`src/rtl/uart_pkg.sv`:
```
// rtl/uart_pkg.sv - shared UART constants and receiver state encoding
package uart_pkg;

    localparam int   SamplesPerBitDefault = 16;
    localparam logic StartBit             = 1'b0;
    localparam logic StopBit              = 1'b1;
    localparam int   DataBits             = 8;

    typedef enum logic [2:0] {
        IDLE,
        START,
        DATA,
        STOP,
        WAIT_HIGH
    } rx_state_e;

endpackage

```
`src/rtl/sync_2ff.sv`:
```
// rtl/sync_2ff.sv - generic two-flop synchronizer with selectable reset value
module sync_2ff #(
    parameter logic ResetVal = 1'b1
) (
    input  logic clk,
    input  logic rst,
    input  logic d,
    output logic q
);

    logic meta;

    always_ff @(posedge clk) begin
        if (rst) begin
            meta <= ResetVal;
            q    <= ResetVal;
        end else begin
            meta <= d;
            q    <= meta;
        end
    end

endmodule

```
`src/rtl/uart_rx.sv`:
```
// rtl/uart_rx.sv - 8N1 UART receiver, oversampled by sample_trigger, held valid/ack output
module uart_rx
    import uart_pkg::*;
#(
    parameter int SamplesPerBit = SamplesPerBitDefault
) (
    input  logic                clk,
    input  logic                rst,
    input  logic                sample_trigger,
    input  logic                serial_data,
    input  logic                data_ack,
    output logic [DataBits-1:0] data,
    output logic                valid,
    output logic                overrun,
    output logic                framing_error,
    output logic                busy
);

    localparam int TickW = $clog2(SamplesPerBit + 1);
    localparam int BitW  = $clog2(DataBits);
    localparam logic [TickW-1:0] HalfTick = TickW'(SamplesPerBit / 2);
    localparam logic [TickW-1:0] FullTick = TickW'(SamplesPerBit);
    localparam logic [BitW-1:0]  LastBit  = BitW'(DataBits - 1);

    logic rx_s;

    sync_2ff #(.ResetVal(1'b1)) u_sync_rx (
        .clk (clk),
        .rst (rst),
        .d   (serial_data),
        .q   (rx_s)
    );

    rx_state_e            state_q, state_d;
    logic [TickW-1:0]     tick_q, tick_d, tick_inc;
    logic [BitW-1:0]      bit_q, bit_d;
    logic [DataBits-1:0]  shift_q, shift_d;
    logic [DataBits-1:0]  data_q, data_d;
    logic                 valid_q, valid_d;
    logic                 overrun_q, overrun_d;
    logic                 fe_q, fe_d;
    logic                 busy_q, busy_d;

    always_ff @(posedge clk) begin
        if (rst) begin
            state_q   <= IDLE;
            tick_q    <= '0;
            bit_q     <= '0;
            shift_q   <= '0;
            data_q    <= '0;
            valid_q   <= 1'b0;
            overrun_q <= 1'b0;
            fe_q      <= 1'b0;
            busy_q    <= 1'b0;
        end else begin
            state_q   <= state_d;
            tick_q    <= tick_d;
            bit_q     <= bit_d;
            shift_q   <= shift_d;
            data_q    <= data_d;
            valid_q   <= valid_d;
            overrun_q <= overrun_d;
            fe_q      <= fe_d;
            busy_q    <= busy_d;
        end
    end

    always_comb begin
        state_d   = state_q;
        tick_d    = tick_q;
        bit_d     = bit_q;
        shift_d   = shift_q;
        data_d    = data_q;
        valid_d   = valid_q;
        overrun_d = overrun_q;
        fe_d      = 1'b0;
        tick_inc  = tick_q + 1'b1;

        // Ack is applied first so a byte completing in the same cycle overrides it.
        if (data_ack) begin
            valid_d   = 1'b0;
            overrun_d = 1'b0;
        end

        if (sample_trigger) begin
            case (state_q)
                IDLE: begin
                    if (rx_s == StartBit) begin
                        state_d = START;
                        tick_d  = TickW'(1);
                    end
                end
                START: begin
                    if (tick_inc == HalfTick) begin
                        tick_d  = '0;
                        bit_d   = '0;
                        state_d = (rx_s == StartBit) ? DATA : IDLE;
                    end else begin
                        tick_d = tick_inc;
                    end
                end
                DATA: begin
                    if (tick_inc == FullTick) begin
                        tick_d         = '0;
                        shift_d[bit_q] = rx_s;
                        if (bit_q == LastBit) begin
                            bit_d   = '0;
                            state_d = STOP;
                        end else begin
                            bit_d = bit_q + 1'b1;
                        end
                    end else begin
                        tick_d = tick_inc;
                    end
                end
                STOP: begin
                    if (tick_inc == FullTick) begin
                        tick_d = '0;
                        if (rx_s == StopBit) begin
                            data_d    = shift_q;
                            valid_d   = 1'b1;
                            overrun_d = valid_q && !data_ack;
                            state_d   = IDLE;
                        end else begin
                            fe_d    = 1'b1;
                            state_d = WAIT_HIGH;
                        end
                    end else begin
                        tick_d = tick_inc;
                    end
                end
                WAIT_HIGH: begin
                    if (rx_s == StopBit) begin
                        state_d = IDLE;
                    end
                end
                default: begin
                    state_d = IDLE;
                    tick_d  = '0;
                    bit_d   = '0;
                end
            endcase
        end

        busy_d = (state_d != IDLE);
    end

    assign data          = data_q;
    assign valid         = valid_q;
    assign overrun       = overrun_q;
    assign framing_error = fe_q;
    assign busy          = busy_q;

endmodule

```
`config.mk`:
```
export PLATFORM = sky130hd
export DESIGN_NAME = uart_rx
export DESIGN_NICKNAME = d
export VERILOG_FILES = /design/src/rtl/uart_pkg.sv /design/src/rtl/sync_2ff.sv /design/src/rtl/uart_rx.sv
export SDC_FILE = /design/constraint.sdc
export NUM_CORES = 1
export LEC_CHECK = 0
export CAP_MARGIN = 5
export CORE_UTILIZATION = 35
export DETAILED_ROUTE_END_ITERATION = 16
export PLACE_DENSITY = 0.56
export SLEW_MARGIN = 20
export SYNTH_ARGS = -nofsm -noshare
export SYNTH_HDL_FRONTEND = slang
export SYNTH_SLANG_ARGS = --single-unit
```
`constraint.sdc`:
```
create_clock -name clk -period 1.57 [get_ports clk]
set_input_delay 0.157 -clock clk [delete_from_list [all_inputs] [get_ports clk]]
set_output_delay 0.157 -clock clk [all_outputs]
set_load 0.005 [all_outputs]
```
==> flow_summary.json, run 1 <==
{
  "track_usage": 0.166,
  "relSlewSlack": 0.776,
  "reg2reg_from": "tick_q[1]",
  "fp-row-count": 25,
  "yosys.area.top_type": "dfxtp_1",
  "fin_skew_ps": 10.6,
  "cts_buffers": 5,
  "die_y_um": 71.8,
  "initial_core_util": 0.363,
  "cts_num_sinks": 33,
  "rsz0062_at_grt": "yes",
  "pin_count": 17,
  "ys_async_sr_fraction": 0,
  "power_frac_comb": 0.055,
  "synth.top_cell.area_share": 0.387,
  "place_area_um2": 2120,
  "clk_latency_ps": 290,
  "ys_top_cells_by_count": "dfxtp_1 (33), nor2_1 (24), mux2i_1 (18)",
  "fp.dieArea_um2": 5160,
  "intPower_w": 0.00136,
  "tightest_slew_ps": 337,
  "fin_crit_ps": 1640,
  "critPathLaunchType": "register",
  "finalCritPeriodShare": 1.04,
  "cts_tree": "done",
  "post-synth-top-count-cell": "dfxtp_1",
  "violations": "setup timing",
  "wirelength_um": 4070,
  "vias": 1514,
  "grt_start_max_net_pins": 13,
  "coreArea_um2": 4690,
  "clock_path_buffers": 2,
  "yosysWarnings": 0,
  "ys_top_cells_by_area": "dfxtp_1 (39%), mux2i_1 (11%), nor2_1 (5.3%), buf_6 (3.3%), nand3_1 (2.6%)",
  "synth_edf_count": 0,
  "fmax_mhz": 611,
  "dp.cells": 275,
  "synth-seq-cells": 33,
  "postLayoutSetupSlackWorst_ps": -67.2,
  "clkTransAtPathRegs_ps": 80,
  "min_from": "u_sync_rx.meta",
  "port_buffers": 16,
  "syn_inst": 185,
  "drcViolationCount": 0,
  "htree_levels": 2,
  "setup_viol": 5,
  "powerDensity_nw_per_um2": 736,
  "routedWlPerCell_um": 14.1,
  "synthFlopType": "dfxtp_1",
  "p_clk_frac": 0.463,
  "gp_congestion": 0.859,
  "area_growth_pct": 40.2,
  "yosysSeqAreaShare": 0.387,
  "grt_pass1_vias": 1455,
  "avgSynthCellArea_um2": 9.22,
  "finalHoldViolCount": 0,
  "nets": 242,
  "leakage_nw": 1.01,
  "arrival_ps": 1870,
  "fin_area_um2": 2390,
  "globalRouteOverflowTotal": 0,
  "firstDrtPassIters": 5,
  "path_class": "reg -> reg",
  "whs_ps": 404,
  "fillers": 430,
  "slowest_delay_ps": 540,
  "worst_ir_drop_vdd_mv": 0.490,
  "via_per_inst": 5.24,
  "ant_nets": 0,
  "slowest_stage": "or4_4",
  "grt_first_pass_wirelength_um": 6610,
  "synth_cell_types": 50,
  "cp-end-kind": "register",
  "status": "complete, but fails checks",
  "power_switching_w": 0.000395,
  "antenna_cells": 0,
  "p_seq_frac": 0.482,
  "syn_nets": 193,
  "dp_hpwl_um": 2970,
  "switching_share": 0.225,
  "die_w_um": 71.8,
  "report.final.slew_viol_count": 0,
  "clockRootBuffer": "clkbuf_8",
  "drv_cap": 0,
  "crit_start": "tick_q[1]",
  "fin_cells": 289,
  "path_cells": "buf_12 -> a21oi_4 -> a32oi_4 -> or4_4 -> nor2_4 -> a22o_2",
  "required_ps": 1800,
  "drive_gt1_frac": 0.345,
  "hp-class": "reg -> reg",
  "drtIter0Drc": 54,
  "cp_max_fo": 6,
  "netlist_area_um2": 1710,
  "antenna_found_initial": 0
}
## registers in the layout, indices dropped and copies added, names as in the netlist
register and flops:
data 8, shift_q 8, tick_q 5, bit_q 3
state_q 3, busy 1, framing_error 1, overrun 1
u_sync_rx.meta 1, u_sync_rx.q 1, valid 1
## cells by family after synthesis
logic type / count (synthesis) / share of synthesized area
buffers and inverters: 15 / 0.0602
adder cells (fa/ha/maj): 3 / 0.0220
AND/OR/NAND/NOR: 86 / 0.287
AO/OA/AOI/OAI: 30 / 0.138
multiplexers: 18 / 0.106
flip-flops: 33 / 0.387
## per-layer routing
metal | global-route usage | share of wire | vias up
met4 | 0.0719 | 0.019 | 0
met3 | 0.0323 | 0.035 | 9
met2 | 0.287 | 0.51 | 31
met1 | 0.199 | 0.44 | 715
met5 | 0 | 0 | -
li1 | - | - | 759
## power groups by stage
stage	Clock, W	Combinational (W)	Sequential (W)
floorplan	0	0.0000485	0.000867
global placement	0	0.0000903	0.000867
detailed placement	0	0.0000926	0.000867
CTS	0.000843	0.0000953	0.000848
global route	0.000874	0.000105	0.000849
finish	0.000814	0.0000973	0.000848
## cell type report
cell class	count	area, µm²	share of cell area
Inverter	4	15.0	0.00628
Timing Repair Buffer	53	488	0.204
Multi-Input combinational cell	137	1040	0.434
Tap cell	54	67.6	0.0283
Clock inverter	3	46.3	0.0194
Clock buffer	5	68.8	0.0288
Sequential cell	33	667	0.279
## what timing repair did
item	in CTS	in global routing
hold buffers	0	0
resized for setup	10	13
pin swaps	1	2
endpoints found under the setup margin	11	23
cloned	0	1
setup buffers	3	2
## stage by stage
stage / TNS [ps] / util / setup WS, ps / power [W]
5_1_grt: -921 / 0.510 / -116 / 0.00183
3_5_place_dp: -2320 / 0.453 / -221 / 0.000960
6_report: -228 / 0.510 / -67.2 / 0.00176
4_1_cts: -260 / 0.492 / -65.6 / 0.00179
3_3_place_gp: -1970 / 0.453 / -148 / 0.000958
2_1_floorplan: 0 / - / 14.6 / 0.000915
## path summary, 6_finish.rpt
check / end / slack (ps) / cells past startpoint
max: bit_q[2] / -70 / 6
min reg2reg: u_sync_rx.q / 400 / 1
min: u_sync_rx.q / 400 / 1
max reg2reg: bit_q[2] / -70 / 6
## layout by cell type (no fill, tap or decap), types with 7 or more instances in the layout
cell	netlist	layout
mux2i_1	18	16
nand2_1	12	10
nand3_1	9	9
nand2b_1	7	7
nor2_1	24	22
dfxtp_1	33	30
clkdlybuf4s50_1	0	16
buf_4	2	32
## critical path, delay by kind of cell (launching register included)
family	cells	cell delay [ps]
compound gates	3	440
buf+inv	1	140
flops	1	350
simple gates	2	640
(Power assumes the default switching activity.)
==> run 2: changes to the inputs <==
- PLACE_DENSITY: 0.56 -> 0.54
- clock period: 1.57 -> 1.85 ns (I/O delays scaled with it)
==> run 2 against run 1 <==
Net effect:
- critical path type unchanged
- maximum frequency shrank 3.0%
- worst setup slack gained 230 ps
- hold slack gained 8.4 ps
- clock power shrank 35%
- largest power group unchanged
- largest cell class unchanged
- routed wire length shrank 8.5%
- the run now ends clean
- register-to-register slack gained 230 ps
==> flow_summary.json, run 2 (synthesis gave the netlist of run 1 again) <==
{
  "status": "finished clean",
  "crit_start": "tick_q[1]",
  "cts_setup_buffers": 0,
  "critPathLaunchType": "register",
  "cp_max_fo": 8,
  "coreArea_um2": 4690,
  "intPower_w": 0.00101,
  "fp.dieArea_um2": 5160,
  "setup_viol": 0,
  "firstDrtPassIters": 5,
  "reg2reg_depth": 6,
  "p_seq_frac": 0.546,
  "grt_first_pass_wirelength_um": 6350,
  "path_class": "reg -> reg",
  "cts_num_sinks": 33,
  "die_y_um": 71.8,
  "final_cell_mix": "dfxtp_1 (33), nor2_1 (24), mux2i_1 (18)",
  "grt_pass1_vias": 1398,
  "ctsResizeCount": 0,
  "nets": 224,
  "routedWlPerCell_um": 13.7,
  "via_per_inst": 5.35,
  "worst_ir_drop_vdd_mv": 0.391,
  "drcViolationCount": 0,
  "layout_commonest_cell": "dfxtp_1",
  "fin_area_um2": 2100,
  "ff2ff_setup_slack_ps": 160,
  "report.final.slew_viol_count": 0,
  "grt_start_max_net_pins": 28,
  "relSlewSlack": 0.740,
  "tightest_slew_ps": 389,
  "hp-class": "reg -> reg",
  "clk_latency_ps": 280,
  "fin_setup_tns_ps": 0,
  "holdPathEnd": "u_sync_rx.q",
  "track_usage": 0.159,
  "drtIter0Drc": 43,
  "clockRootBuffer": "clkbuf_8",
  "required_ps": 2080,
  "antenna_cells": 0,
  "fmax_mhz": 592,
  "power_switching_w": 0.000311,
  "arrival_ps": 1910,
  "r2r-end": "bit_q[1]",
  "gp_congestion": 0.890,
  "drive_gt1_frac": 0.221,
  "globalRouteOverflowTotal": 0,
  "htree_levels": 2,
  "clock_path_buffers": 2,
  "clkTransAtPathRegs_ps": 70,
  "cp-end-kind": "register",
  "fin_skew_ps": 6.97,
  "postCtsHoldBufs": 0,
  "switching_share": 0.236,
  "dp_hpwl_um": 2790,
  "finalHoldViolCount": 0,
  "place_area_um2": 2010,
  "fp-row-count": 25,
  "p_clk_frac": 0.399,
  "cts_tree": "done",
  "cts_buffers": 5,
  "antenna_found_initial": 0,
  "rsz0062_at_grt": "no",
  "fin_crit_ps": 1690,
  "finalCritPeriodShare": 0.913,
  "wirelength_um": 3720,
  "powerDensity_nw_per_um2": 628,
  "hold_path_depth": 1,
  "power_frac_comb": 0.055,
  "area_growth_pct": 23.1,
  "reg2reg_from": "tick_q[1]",
  "ant_nets": 0,
  "drv_cap": 0,
  "vias": 1451,
  "min_from": "u_sync_rx.meta",
  "utilization": 0.447,
  "die_w_um": 71.8,
  "leakage_nw": 0.880,
  "initial_core_util": 0.363,
  "port_buffers": 16,
  "pin_count": 17
}
## run 2: changes by cell type in the layout (fill, tap and decap cells not counted), sizes merged
cell,delta
clkbuf,-1
clkinv,+1
bufinv,-1
buf,-17
## run 2: worst max path at each step
stage / slack, ps / to / cells past startpoint
5_1_grt: 0.3 / shift_q[5] / 7
4_1_cts: 160 / shift_q[6] / 6
6_report: 160 / bit_q[1] / 6
2_1_floorplan: 120 / shift_q[6] / 6
3_3_place_gp: 110 / shift_q[7] / 7
3_5_place_dp: 100 / shift_q[3] / 7
## run 2: layout make-up
| type | instances | area (µm²) |
|---|---|---|
| Clock buffer | 5 | 68.8 |
| Clock inverter | 3 | 17.5 |
| Fill cell | 481 | 2590 |
| Inverter | 4 | 15.0 |
| Multi-Input combinational cell | 137 | 942 |
| Sequential cell | 33 | 661 |
| Tap cell | 54 | 67.6 |
| Timing Repair Buffer | 35 | 328 |
## run 2: metrics by stage
stage                     setup WS (ps)  std cells  hold WS [ps]  power (W)
after floorplan                     123        185           256   0.000776
after global placement              115        263           398   0.000807
after detailed placement            104        263           397   0.000808
after CTS                           157        271           414    0.00134
after global routing              0.326        271           429    0.00138
final                               162        271           413    0.00132
## run 2: power by group through the flow
stage | clock [W] | sequential [W] | combinational, W
2_1_floorplan | 0 | 0.000735 | 0.0000409
3_3_place_gp | 0 | 0.000736 | 0.0000706
3_5_place_dp | 0 | 0.000737 | 0.0000715
4_1_cts | 0.000549 | 0.000720 | 0.0000718
5_1_grt | 0.000585 | 0.000721 | 0.0000784
6_report | 0.000526 | 0.000720 | 0.0000722
## run 2: per-layer routing
| metal | track usage | routed length, µm |
|---|---|---|
| met1 | 0.193 | 1740 |
| met2 | 0.261 | 1780 |
| met3 | 0.0450 | 147 |
| met4 | 0.0763 | 55 |
| met5 | 0 | 0 |
## run 2: critical path, cell delays in order (launching register included)
cell	delay (ps)
dfxtp_1	320
buf_4	160
a21oi_2	210
a32oi_2	140
or4_4	550
nor2_4	110
a22o_2	150
==> run 3: changes to the inputs <==
- CORE_MARGIN: default -> 10
- clock period: 1.85 -> 1.6 ns (I/O delays scaled with it)
==> run 3 against run 2 <==
Net effect:
- via count rose by 4.0%
- critical endpoint is now bit_q[0]
- maximum frequency is 7.1% higher
- hold slack lost 21 ps
- die area up 56%
==> flow_summary.json, run 3 (synthesis gave the netlist of run 1 again) <==
{
  "status": "finished clean",
  "antenna_found_initial": 0,
  "hp-class": "reg -> reg",
  "wl_met1_um": 1810,
  "final_cell_mix": "buf_4 (31), dfxtp_1 (27), nor2_1 (24)",
  "postLayoutSetupSlackWorst_ps": 23.6,
  "pin_count": 17,
  "vias": 1509,
  "clkTransAtPathRegs_ps": 80,
  "critPathLaunchType": "register",
  "fmax_mhz": 634,
  "fp.dieArea_um2": 8060,
  "clockRootBuffer": "clkbuf_8",
  "fillers": 449,
  "antenna_cells": 0,
  "worst_ir_drop_vdd_mv": 0.440,
  "slowest_delay_ps": 530,
  "top_layer": "met4",
  "dp_hpwl_um": 2990,
  "slowest_stage": "or4_4",
  "gp_congestion": 0.862,
  "relSlewSlack": 0.786,
  "setup_viol": 0,
  "finalPower_w": 0.00174,
  "cts_num_sinks": 33,
  "fp-row-count": 25,
  "wl_met3_um": 160,
  "htree_levels": 2,
  "port_buffers": 16,
  "die_w_um": 89.8,
  "clock_path_buffers": 2,
  "cts_tree": "done",
  "drive_gt1_frac": 0.339,
  "required_ps": 1830,
  "drv_cap": 0,
  "layout_commonest_cell": "buf_4",
  "tightest_slew_ps": 319,
  "cp-end-kind": "register",
  "area_growth_pct": 39.5,
  "grt_start_max_net_pins": 11,
  "track_usage": 0.102,
  "globalRouteOverflowTotal": 0,
  "regArea_um2": 678,
  "fin_skew_ps": 13.9,
  "rsz0062_at_grt": "yes",
  "postCtsHoldBufs": 0,
  "finalCritPeriodShare": 0.985,
  "cts_buffers": 5,
  "dpl_worst_slack_ps": -106,
  "multi_input_area_um2": 1040,
  "via_per_inst": 5.03,
  "wl_met2_um": 2050,
  "grt_pass1_vias": 1506,
  "drcViolationCount": 0,
  "finalHoldViolCount": 0,
  "whs_ps": 391,
  "clk_latency_ps": 290,
  "coreArea_um2": 4720,
  "ant_nets": 0,
  "path_class": "reg -> reg",
  "drtIter0Drc": 100,
  "wirelength_um": 4120,
  "firstDrtPassIters": 4,
  "cp_top_family": "simple AND/OR/NAND/NOR gates",
  "report.final.slew_viol_count": 0,
  "path_cells": "nor2b_4 -> a32oi_4 -> or4_4 -> nor2_1 -> a22o_2",
  "die_y_um": 89.8,
  "fin_crit_ps": 1580,
  "grt_first_pass_wirelength_um": 6910,
  "routedWlPerCell_um": 13.7,
  "fin_setup_tns_ps": 0,
  "powerDensity_nw_per_um2": 732,
  "cp_max_fo": 5,
  "initial_core_util": 0.361,
  "leakage_nw": 0.989,
  "cp_num_buf_inv": 0,
  "arrival_ps": 1800,
  "nets": 240
}
[run 3: cell types whose count changed in the layout (fill, tap and decap cells not counted), sizes merged]
cell	delta
clkinv	-2
bufinv	+1
buf	+16
clkinvlp	-1
clkbuf	+2
[run 3: report_power, final]
group / total [W] / internal (W) / switching [W] / leakage [nW]
logic: 0.0000920 / 0.0000450 / 0.0000470 / 0.660
clock network: 0.000821 / 0.000508 / 0.000313 / 0.0585
registers: 0.000830 / 0.000821 / 0.00000846 / 0.271
total: 0.00174 / 0.00137 / 0.000369 / 0.989
[run 3: final timing paths]
kind | to | cells after the start | slack, ps | from
setup / recovery | bit_q[0] | 5 | 20 | tick_q[3]
hold reg to reg | u_sync_rx.q | 1 | 390 | u_sync_rx.meta
setup reg to reg | bit_q[0] | 5 | 20 | tick_q[3]
hold / removal | u_sync_rx.q | 1 | 390 | u_sync_rx.meta
[run 3: cell type report]
class                           instances  share of cell area
Clock buffer                            7              0.0363
Clock inverter                          1              0.0126
Inverter                                4             0.00631
Multi-Input combinational cell        137               0.437
Sequential cell                        33               0.285
Tap cell                               67              0.0352
Timing Repair Buffer                   51               0.188
[run 3: routing by layer]
layer / up-vias / GRT usage
met4: 0 / 0.0566
li1: 755 / -
met5: - / 0
met3: 8 / 0.0349
met2: 30 / 0.177
met1: 716 / 0.106
[run 3: timing repair]
| action | 4_1_cts | 5_1_grt |
|---|---|---|
| setup buffers | 0 | 9 |
| setup endpoints to repair | 10 | 17 |
| resized for setup | 7 | 21 |
| pin swaps | 2 | 10 |
[run 3: metrics by stage]
step	utilization	instances	area, µm²
3_3_place_gp	0.442	283	2090
6_report	0.504	300	2380
2_1_floorplan	-	185	1730
5_1_grt	0.504	300	2380
4_1_cts	0.474	291	2240
3_5_place_dp	0.442	283	2090
